File: src/rtl/dot_product_acc.sv
// Dot-product sequencer/accumulator around an external combinational 8x8 multiplier.
// Optional saturating arithmetic with sticky out_ovf_o when DOT_PRODUCT_ACC_SAT_EN is defined.
module dot_product_acc #(
    parameter int LEN   = 8,
    parameter int ACC_W = 19,
    localparam int CNT_W = $clog2(LEN + 1)
) (
    input  logic             clk_i,
    input  logic             rst_n_i,
    input  logic             in_valid_i,
    output logic             in_ready_o,
    input  logic [7:0]       in_a_i,
    input  logic [7:0]       in_b_i,
    input  logic             in_last_i,
    output logic [7:0]       mul_a_o,
    output logic [7:0]       mul_b_o,
    input  logic [15:0]      mul_z_i,
    output logic             out_valid_o,
    input  logic             out_ready_i,
    output logic [ACC_W-1:0] out_acc_o,
    output logic [CNT_W-1:0] out_count_o
`ifdef DOT_PRODUCT_ACC_SAT_EN
    ,
    output logic             out_ovf_o
`endif
);

    typedef enum logic [1:0] {
        ST_ACCUM = 2'd0,
        ST_DRAIN = 2'd1,
        ST_HOLD  = 2'd2
    } state_t;

    state_t           state_q, state_d;
    logic [ACC_W-1:0] acc_q, acc_d;
    logic [CNT_W-1:0] cnt_q, cnt_d;
    logic [7:0]       mul_a_q, mul_a_d;
    logic [7:0]       mul_b_q, mul_b_d;
    logic             op_vld_q, op_vld_d;
    logic             out_valid_q, out_valid_d;
    logic [ACC_W-1:0] out_acc_q, out_acc_d;
    logic [CNT_W-1:0] out_count_q, out_count_d;

    logic             in_ready_s;
    logic             accept_s;
    logic             term_end_s;
    logic             handshake_s;
    logic [CNT_W-1:0] cnt_inc_s;
    logic [ACC_W-1:0] sum_s;

`ifdef DOT_PRODUCT_ACC_SAT_EN
    logic             ovf_q, ovf_d;
    logic             out_ovf_q, out_ovf_d;
    logic [ACC_W:0]   sum_wide_s;
    logic             sat_s;

    // The carry out of the widened add means the true sum no longer fits: clamp to all-ones.
    assign sum_wide_s = {1'b0, acc_q} + (ACC_W + 1)'(mul_z_i);
    assign sat_s      = sum_wide_s[ACC_W];
    assign sum_s      = sat_s ? {ACC_W{1'b1}} : sum_wide_s[ACC_W-1:0];
`else
    assign sum_s      = acc_q + ACC_W'(mul_z_i);
`endif

    assign accept_s    = in_valid_i & in_ready_s;
    assign cnt_inc_s   = cnt_q + {{(CNT_W-1){1'b0}}, 1'b1};
    assign term_end_s  = accept_s & (in_last_i | (cnt_inc_s == CNT_W'(LEN)));
    assign handshake_s = (state_q == ST_HOLD) & out_valid_q & out_ready_i;

    // State register
    always_ff @(posedge clk_i) begin
        if (!rst_n_i) begin
            state_q <= ST_ACCUM;
        end else begin
            state_q <= state_d;
        end
    end

    // Next-state logic
    always_comb begin
        state_d = state_q;
        case (state_q)
            ST_ACCUM: if (term_end_s)  state_d = ST_DRAIN; else state_d = ST_ACCUM;
            ST_DRAIN: state_d = ST_HOLD;
            ST_HOLD:  if (handshake_s) state_d = ST_ACCUM; else state_d = ST_HOLD;
            default:  state_d = ST_ACCUM;
        endcase
    end

    // FSM outputs: only ACCUM accepts operands, and never while reset is asserted
    always_comb begin
        in_ready_s = 1'b0;
        case (state_q)
            ST_ACCUM: in_ready_s = rst_n_i;
            ST_DRAIN: in_ready_s = 1'b0;
            ST_HOLD:  in_ready_s = 1'b0;
            default:  in_ready_s = 1'b0;
        endcase
    end

    // Datapath next-state: operand capture, accumulation and result presentation
    always_comb begin
        mul_a_d     = mul_a_q;
        mul_b_d     = mul_b_q;
        cnt_d       = cnt_q;
        op_vld_d    = 1'b0;
        acc_d       = acc_q;
        out_valid_d = out_valid_q;
        out_acc_d   = out_acc_q;
        out_count_d = out_count_q;
`ifdef DOT_PRODUCT_ACC_SAT_EN
        ovf_d       = ovf_q;
        out_ovf_d   = out_ovf_q;
`endif
        if (accept_s) begin
            mul_a_d  = in_a_i;
            mul_b_d  = in_b_i;
            cnt_d    = cnt_inc_s;
            op_vld_d = 1'b1;
        end else begin
            op_vld_d = 1'b0;
        end
        if (op_vld_q) begin
            acc_d = sum_s;
`ifdef DOT_PRODUCT_ACC_SAT_EN
            ovf_d = ovf_q | sat_s;
`endif
        end else begin
            acc_d = acc_q;
        end
        // DRAIN folds in the final product, so the result is taken from the updated sum.
        if (state_q == ST_DRAIN) begin
            out_valid_d = 1'b1;
            out_acc_d   = acc_d;
            out_count_d = cnt_q;
`ifdef DOT_PRODUCT_ACC_SAT_EN
            out_ovf_d   = ovf_d;
`endif
        end else if (handshake_s) begin
            out_valid_d = 1'b0;
            acc_d       = {ACC_W{1'b0}};
            cnt_d       = {CNT_W{1'b0}};
`ifdef DOT_PRODUCT_ACC_SAT_EN
            ovf_d       = 1'b0;
            out_ovf_d   = 1'b0;
`endif
        end else begin
            out_valid_d = out_valid_q;
        end
    end

    // Datapath registers; reset discards any partial sum
    always_ff @(posedge clk_i) begin
        if (!rst_n_i) begin
            mul_a_q     <= 8'd0;
            mul_b_q     <= 8'd0;
            cnt_q       <= {CNT_W{1'b0}};
            op_vld_q    <= 1'b0;
            acc_q       <= {ACC_W{1'b0}};
            out_valid_q <= 1'b0;
            out_acc_q   <= {ACC_W{1'b0}};
            out_count_q <= {CNT_W{1'b0}};
`ifdef DOT_PRODUCT_ACC_SAT_EN
            ovf_q       <= 1'b0;
            out_ovf_q   <= 1'b0;
`endif
        end else begin
            mul_a_q     <= mul_a_d;
            mul_b_q     <= mul_b_d;
            cnt_q       <= cnt_d;
            op_vld_q    <= op_vld_d;
            acc_q       <= acc_d;
            out_valid_q <= out_valid_d;
            out_acc_q   <= out_acc_d;
            out_count_q <= out_count_d;
`ifdef DOT_PRODUCT_ACC_SAT_EN
            ovf_q       <= ovf_d;
            out_ovf_q   <= out_ovf_d;
`endif
        end
    end

    assign in_ready_o  = in_ready_s;
    assign mul_a_o     = mul_a_q;
    assign mul_b_o     = mul_b_q;
    assign out_valid_o = out_valid_q;
    assign out_acc_o   = out_acc_q;
    assign out_count_o = out_count_q;
`ifdef DOT_PRODUCT_ACC_SAT_EN
    assign out_ovf_o   = out_ovf_q;
`endif

endmodule
File: config.mk
export PLATFORM = sky130hd
export DESIGN_NAME = dot_product_acc
export DESIGN_NICKNAME = d
export VERILOG_FILES = /design/src/rtl/dot_product_acc.sv
export SDC_FILE = /design/constraint.sdc
export NUM_CORES = 1
export LEC_CHECK = 0
export CAP_MARGIN = 5
export CORE_ASPECT_RATIO = 0.5
export CORE_MARGIN = 1
export CORE_UTILIZATION = 50
export DETAILED_ROUTE_END_ITERATION = 7
export PLACE_DENSITY = 0.8
export RECOVER_POWER = 100
export SLEW_MARGIN = 20
export SYNTH_ARGS = -nofsm -noshare
export SYNTH_HDL_FRONTEND = slang
export SYNTH_SLANG_ARGS = --single-unit
File: constraint.sdc
create_clock -name clk_i -period 2.8 [get_ports clk_i]
set_clock_uncertainty 0.1 [all_clocks]
set_input_delay 0.56 -clock clk_i [delete_from_list [all_inputs] [get_ports clk_i]]
set_output_delay 0.56 -clock clk_i [all_outputs]
set_load 0.1 [all_outputs]
==> results of run 1 <==
## through the flow
stage	std cells	TNS [ns]	util, %
final	584	0	69.78
after global routing	584	0	69.78
after detailed placement	568	-1.616	67.70
after floorplan	401	0	-
after CTS	584	0	72.58
after global placement	568	-1.159	67.70
## per-layer routing
metal / global-route usage [%] / vias to the layer above
met4: 9.341 / 0
met5: 0 / -
li1: - / 1610
met2: 39.90 / 107
met3: 8.111 / 11
met1: 30.80 / 1431
## cell usage after synthesis (all sizes together) (2+ instances only)
cell type,number
clkbuf,18
dfxtp,66
a21o,7
o21a,3
a31oi,6
buf,7
xor2,8
ha,17
and3,4
nand2,63
a211oi,8
nor3,4
a21boi,2
a31o,3
nand3,7
nor2,29
o21ai,24
o211ai,4
nand4,6
a311oi,2
inv,7
and2,3
or3,5
mux2,3
nand2b,5
xnor2,6
a21oi,53
nand3b,2
nor2b,4
mux2i,6
## what timing repair did
| action | 4_1_cts | 5_1_grt |
|---|---|---|
| setup endpoints to repair | 0 | 3 |
| hold buffers | 0 | 0 |
| setup buffers | 0 | 0 |
| resized for setup | 0 | 3 |
| endpoints found under the hold margin | 0 | 0 |
## kinds of logic (layout without fill, tap and decap cells)
| family | count (synthesis) | in the layout | synth area share, % |
|---|---|---|---|
| simple gates | 135 | 135 | 18.39 |
| fa+ha+maj | 18 | 18 | 6.966 |
| compound gates | 126 | 126 | 24.27 |
| buf+inv | 33 | 128 | 4.119 |
| xor+xnor | 14 | 14 | 3.670 |
| flops | 66 | 66 | 39.55 |
| mux | 9 | 9 | 3.034 |
## power groups by stage
stage	Sequential [W]	Combinational (W)	Clock, W
finish	0.00102	0.000639	0.00114
global route	0.00102	0.000686	0.00119
CTS	0.00102	0.000664	0.00115
detailed placement	0.00104	0.000657	0
global placement	0.00104	0.000653	0
floorplan	0.00121	0.000288	0
## critical path, stage by stage
cell and delay (ns):
clkdlybuf4s50_1 0.46, ha_1 0.16, inv_1 0.05, fa_1 0.37
nand2b_1 0.19, a21o_1 0.19, a31o_2 0.28, o221ai_2 0.24
a2bb2oi_2 0.18, a21oi_1 0.08
## flip-flops by register name (all words and copies together), names as in the netlist, 2 cells and up
| name | cells |
|---|---|
| mul_a_o | 8 |
| out_acc_o | 19 |
| out_count_o | 4 |
| mul_b_o | 8 |
| acc_q | 19 |
| cnt_q | 4 |
| state_q | 2 |
## final timing paths
path	start	to	slack, ns	depth (start not counted)
setup / recovery	mul_z_i[0]	out_acc_o[14]	0.14	10
hold / removal	mul_a_o[2]	mul_a_o[2]	0.35	2
setup reg to reg	acc_q[0]	out_acc_o[14]	0.49	9
hold reg to reg	mul_a_o[2]	mul_a_o[2]	0.35	2
## placed cells by master, fill, tap and decap left out, types with 3 or more instances in the layout
cell,instances
clkdlybuf4s50_1,35
ha_1,17
nand4_1,6
nor2_1,29
xor2_1,8
mux2i_1,6
nand3_1,7
clkbuf_4,3
xnor2_1,6
nand2b_1,5
clkbuf_1,43
nor2b_1,3
or3_1,5
dfxtp_1,66
buf_4,21
a21oi_1,52
a211oi_1,6
o21ai_0,18
clkbuf_16,9
and3_1,4
o21a_1,3
o211ai_1,4
inv_1,7
a31oi_1,5
a21o_1,7
clkinvlp_4,3
nor3_1,4
o21ai_1,5
nand2_1,63
## area by class of cell
cell class,count,share of cell area [%]
Clock buffer,10,5.474
Inverter,8,0.6879
Tap cell,88,2.522
Timing Repair Buffer,104,16.19
Sequential cell,66,30.27
Clock inverter,6,1.519
Multi-Input combinational cell,302,43.34
==> metrics, run 1 <==
DR vias=between 3,000 and 4,000; Post-synth EDFFs=0; Worst EP required=2.90 ns; Max-Cap Viols=0; crit path DAT=2.76 ns; Synth Flop Type=dfxtp_1; RSZ-0062 raised after global routing=false; # diodes=0; DRC=0; Die Height=around 60 microns; vias per cell=5.409; worst setup path category=primary input to flop; synth unique cells=62; Mapped Cells=401; H-tree depth reported by CTS=3; Initial Util=53.40%; Synth async-reset ratio=0%; DP Wirelength=5538 microns; Worst-Margin Slew=1.192 ns; Fmax=375.4 MHz; TritonCTS clock tree=done; Multi-input gate area=1892 sq um; clock root buffer=clkbuf_16; final hold violation count=0; first-pass GRT wire length=13,430 microns; gpl congestion=0.8519; Synth top area share=between 30% and 40%; Routed met1 length=3918 microns; CP startpoint kind=primary input; met2 routed WL=3737 microns; total power=0.002792 W; CTS max path bufs=2; Min Hold Slack=0.3503 ns; fill count=575; Core Area=6256 sq um; setup ws final=0.1358 ns; worst-case vdd ir drop=377.1 uV; Worst-path clk slew=0.06 ns; Clock Power Share=40.7%; clock sinks=66; largest net degree at the start of global routing=32; P_sw=just under 0.0009 W; synthesized net count=456; P&R area growth vs syn=30.67%; vias in the first global route=2,844; die width=117.6 microns; pwr/cell area=639.5 nW/um^2; sequential element share of the synthesized area=roughly 40%; Cell Area, Synth=3341 sq um; largest cells by area after synthesis=dfxtp_1 (40%), a21oi_1 (7.8%), nand2_1 (7.1%); sw frac=around a third; slew margin rel.=20.90%; Synth Register Bits=66; WL per Instance=about 14 microns; Synth Area per Inst=8.331 sq um; initial antenna violation count=0; DP Area=4235 sq um; final setup fails=0; min Tclk post-route=2.664 ns; top fanout value on the critical path=7; status=finished, final reports clean; row count=20; CP endpoint kind=flop; remaining antenna violation count=0; Port Buffers=77; gr usage total=24.50%; share of cells above drive strength 1=approximately 10%; Reg area=1321 sq um; Clock Latency Late Sink=0.34 ns; Slew Viols, Final=0; met3 wire length=just under 600 microns; post-route cell area=approximately 4400 sq um; worst min path class=flop to flop; leading area contributor after synthesis=dfxtp_1; Leak Pwr=1.692 nW; Final nets=546; Placement Setup Slack=-0.2111 ns; total CTS buffers=9; die area=7032 sq um; grt total ovfl=0; DR iter-0 viols=132; Top Layer Used=met4; synth warn=0; IO Pins=78; Seq pwr share=36.4%; cell-internal power=0.001908 W; Final Cycle Share=95.15%; Comb pwr share=22.9%; routed wire length=8358 microns; Pre-Repair DR Iteration Count=5
(Power assumes the default switching activity.)
==> run 2: changes to the inputs <==
--- a/config.mk
+++ b/config.mk
@@ -12,6 +12,7 @@
 export DETAILED_ROUTE_END_ITERATION = 7
 export PLACE_DENSITY = 0.8
 export RECOVER_POWER = 100
+export SETUP_SLACK_MARGIN = 0.02
 export SLEW_MARGIN = 20
 export SYNTH_ARGS = -nofsm -noshare
 export SYNTH_HDL_FRONTEND = slang
==> metrics, run 2 (synthesis results as in run 1) <==
status=finished, final reports clean; DR vias=3,172; crit path DAT=2.74 ns; CP startpoint kind=primary input; setup ws final=0.1387 ns; WL per Instance=14.40 microns; Placement Setup Slack=-0.2111 ns; Pre-Repair DR Iteration Count=4; met3 GRT Util=8.111%; Final nets=546; Worst-path clk slew=0.06 ns; fill count=571; launching point of the worst reg2reg path=acc_q[0]; CP endpoint kind=flop; share of cells above drive strength 1=10.28%; die width=117.6 microns; r2r endpoint=out_acc_o[14]; IO Pins=78; met1 usage=30.80%; routed wire length=roughly 8400 microns; CTS max path bufs=2; DRC=0; CP endpoint=out_acc_o[14]; Initial Util=53.40%; Post-CTS Setup Inserts=0; Core Area=roughly 6300 sq um; clock sinks=66; P&R area growth vs syn=30.90%; vias in the first global route=2,844; # diodes=0; Final Cycle Share=about 95%; final setup fails=0; Leak Pwr=1.700 nW; most common cell after layout, fill and taps aside=dfxtp_1; pwr/cell area=640.0 nW/um^2; gr usage total=24.50%; first-pass GRT wire length=13,430 microns; row count=20; most frequent cells in the layout=dfxtp_1 (66), nand2_1 (63), a21oi_1 (52); H-tree depth reported by CTS=3; Worst EP required=roughly 2.9 ns; die area=roughly 7000 sq um; initial antenna violation count=0; RSZ-0062 raised after global routing=false; total CTS buffers=9; vias per cell=5.432; post-route cell area=about 4400 sq um; Die Height=59.80 microns; Clock Latency Late Sink=0.34 ns; largest net degree at the start of global routing=32; slew margin rel.=21.01%; CTS Hold Bufs=0; worst-case vdd ir drop=around 380 uV; grt total ovfl=0; Worst-Margin Slew=between 1 and 1.5 ns; busiest layer in global routing=met2; final hold violation count=0; worst reg2reg setup slack=0.49 ns; clock root buffer=clkbuf_16; DR iter-0 viols=130; Setup crit start=mul_z_i[0]; top fanout value on the critical path=7; min Tclk post-route=2.661 ns; TritonCTS clock tree=done; Reg2Reg Depth=9; worst min path class=flop to flop; worst setup path category=primary input to flop; remaining antenna violation count=0; DP Wirelength=5538 microns; met2 Use GR=39.90%; Fmax=375.7 MHz; Slew Viols, Final=0; gpl congestion=0.8519; Max-Cap Viols=0; DP Area=about 4200 sq um; Port Buffers=77
-- run 2: changes by cell type in the layout (fill, tap and decap cells not counted), sizes merged --
| cell | previous run | this run |
|---|---|---|
| clkbuf | 57 | 56 |
| buf | 21 | 22 |
-- run 2: critical path: stages --
cell             delay, ns
clkdlybuf4s50_1       0.46
ha_1                  0.16
inv_1                 0.05
fa_1                  0.37
nand2b_1              0.19
a21o_1                0.20
a31o_4                0.27
o221ai_2              0.23
a2bb2oi_2             0.18
a21oi_1               0.08
-- run 2: worst min-delay path by stage --
stage | start | end | slack (ns) | cells past startpoint
CTS | mul_b_o[2] | mul_b_o[2] | 0.35 | 2
finish | mul_b_o[2] | mul_b_o[2] | 0.35 | 2
global placement | mul_a_o[2] | mul_a_o[2] | 0.34 | 2
floorplan | acc_q[13] | acc_q[13] | 0.35 | 2
global route | mul_b_o[2] | mul_b_o[2] | 0.37 | 2
detailed placement | mul_b_o[2] | mul_b_o[2] | 0.35 | 2
-- run 2: stage by stage --
step / hold WS [ns] / power [W] / util [%] / setup TNS [ns] / cells
finish: 0.3502 / 0.002799 / 69.90 / 0 / 584
global route: 0.3744 / 0.002899 / 69.90 / 0 / 584
CTS: 0.3548 / 0.002832 / 72.58 / 0 / 584
detailed placement: 0.3469 / 0.001694 / 67.70 / -1.616 / 568
global placement: 0.3421 / 0.001689 / 67.70 / -1.159 / 568
floorplan: 0.3502 / 0.001501 / - / 0 / 401
-- run 2: power by group --
| group | switching (W) | internal (W) |
|---|---|---|
| sequential | 0.0000294 | 0.000987 |
| combinational | 0.000432 | 0.000210 |
| clock | 0.000427 | 0.000712 |
-- run 2: what timing repair did --
item                                    CTS  global route
hold endpoints to repair                  0             0
resized for setup                         0             4
endpoints found under the setup margin    0             3
-- run 2: layout make-up --
type | instances | area (sq um) | area share (%)
clock inverters | 6 | 66.31 | 1.516
clock buffers | 10 | 239.0 | 5.465
well taps | 88 | 110.1 | 2.518
flip-flops and latches | 66 | 1321 | 30.21
multi-input cells | 302 | 1902 | 43.49
repair buffers | 104 | 704.4 | 16.11
inverters | 8 | 30.03 | 0.6867
-- run 2: routing by layer --
layer,share of wire [%],vias to the layer above,routed length (microns)
met3,6.9,16,583
met4,1.7,0,146
met2,45,113,3757
met5,0,-,0
met1,47,1438,3919
li1,-,1605,-
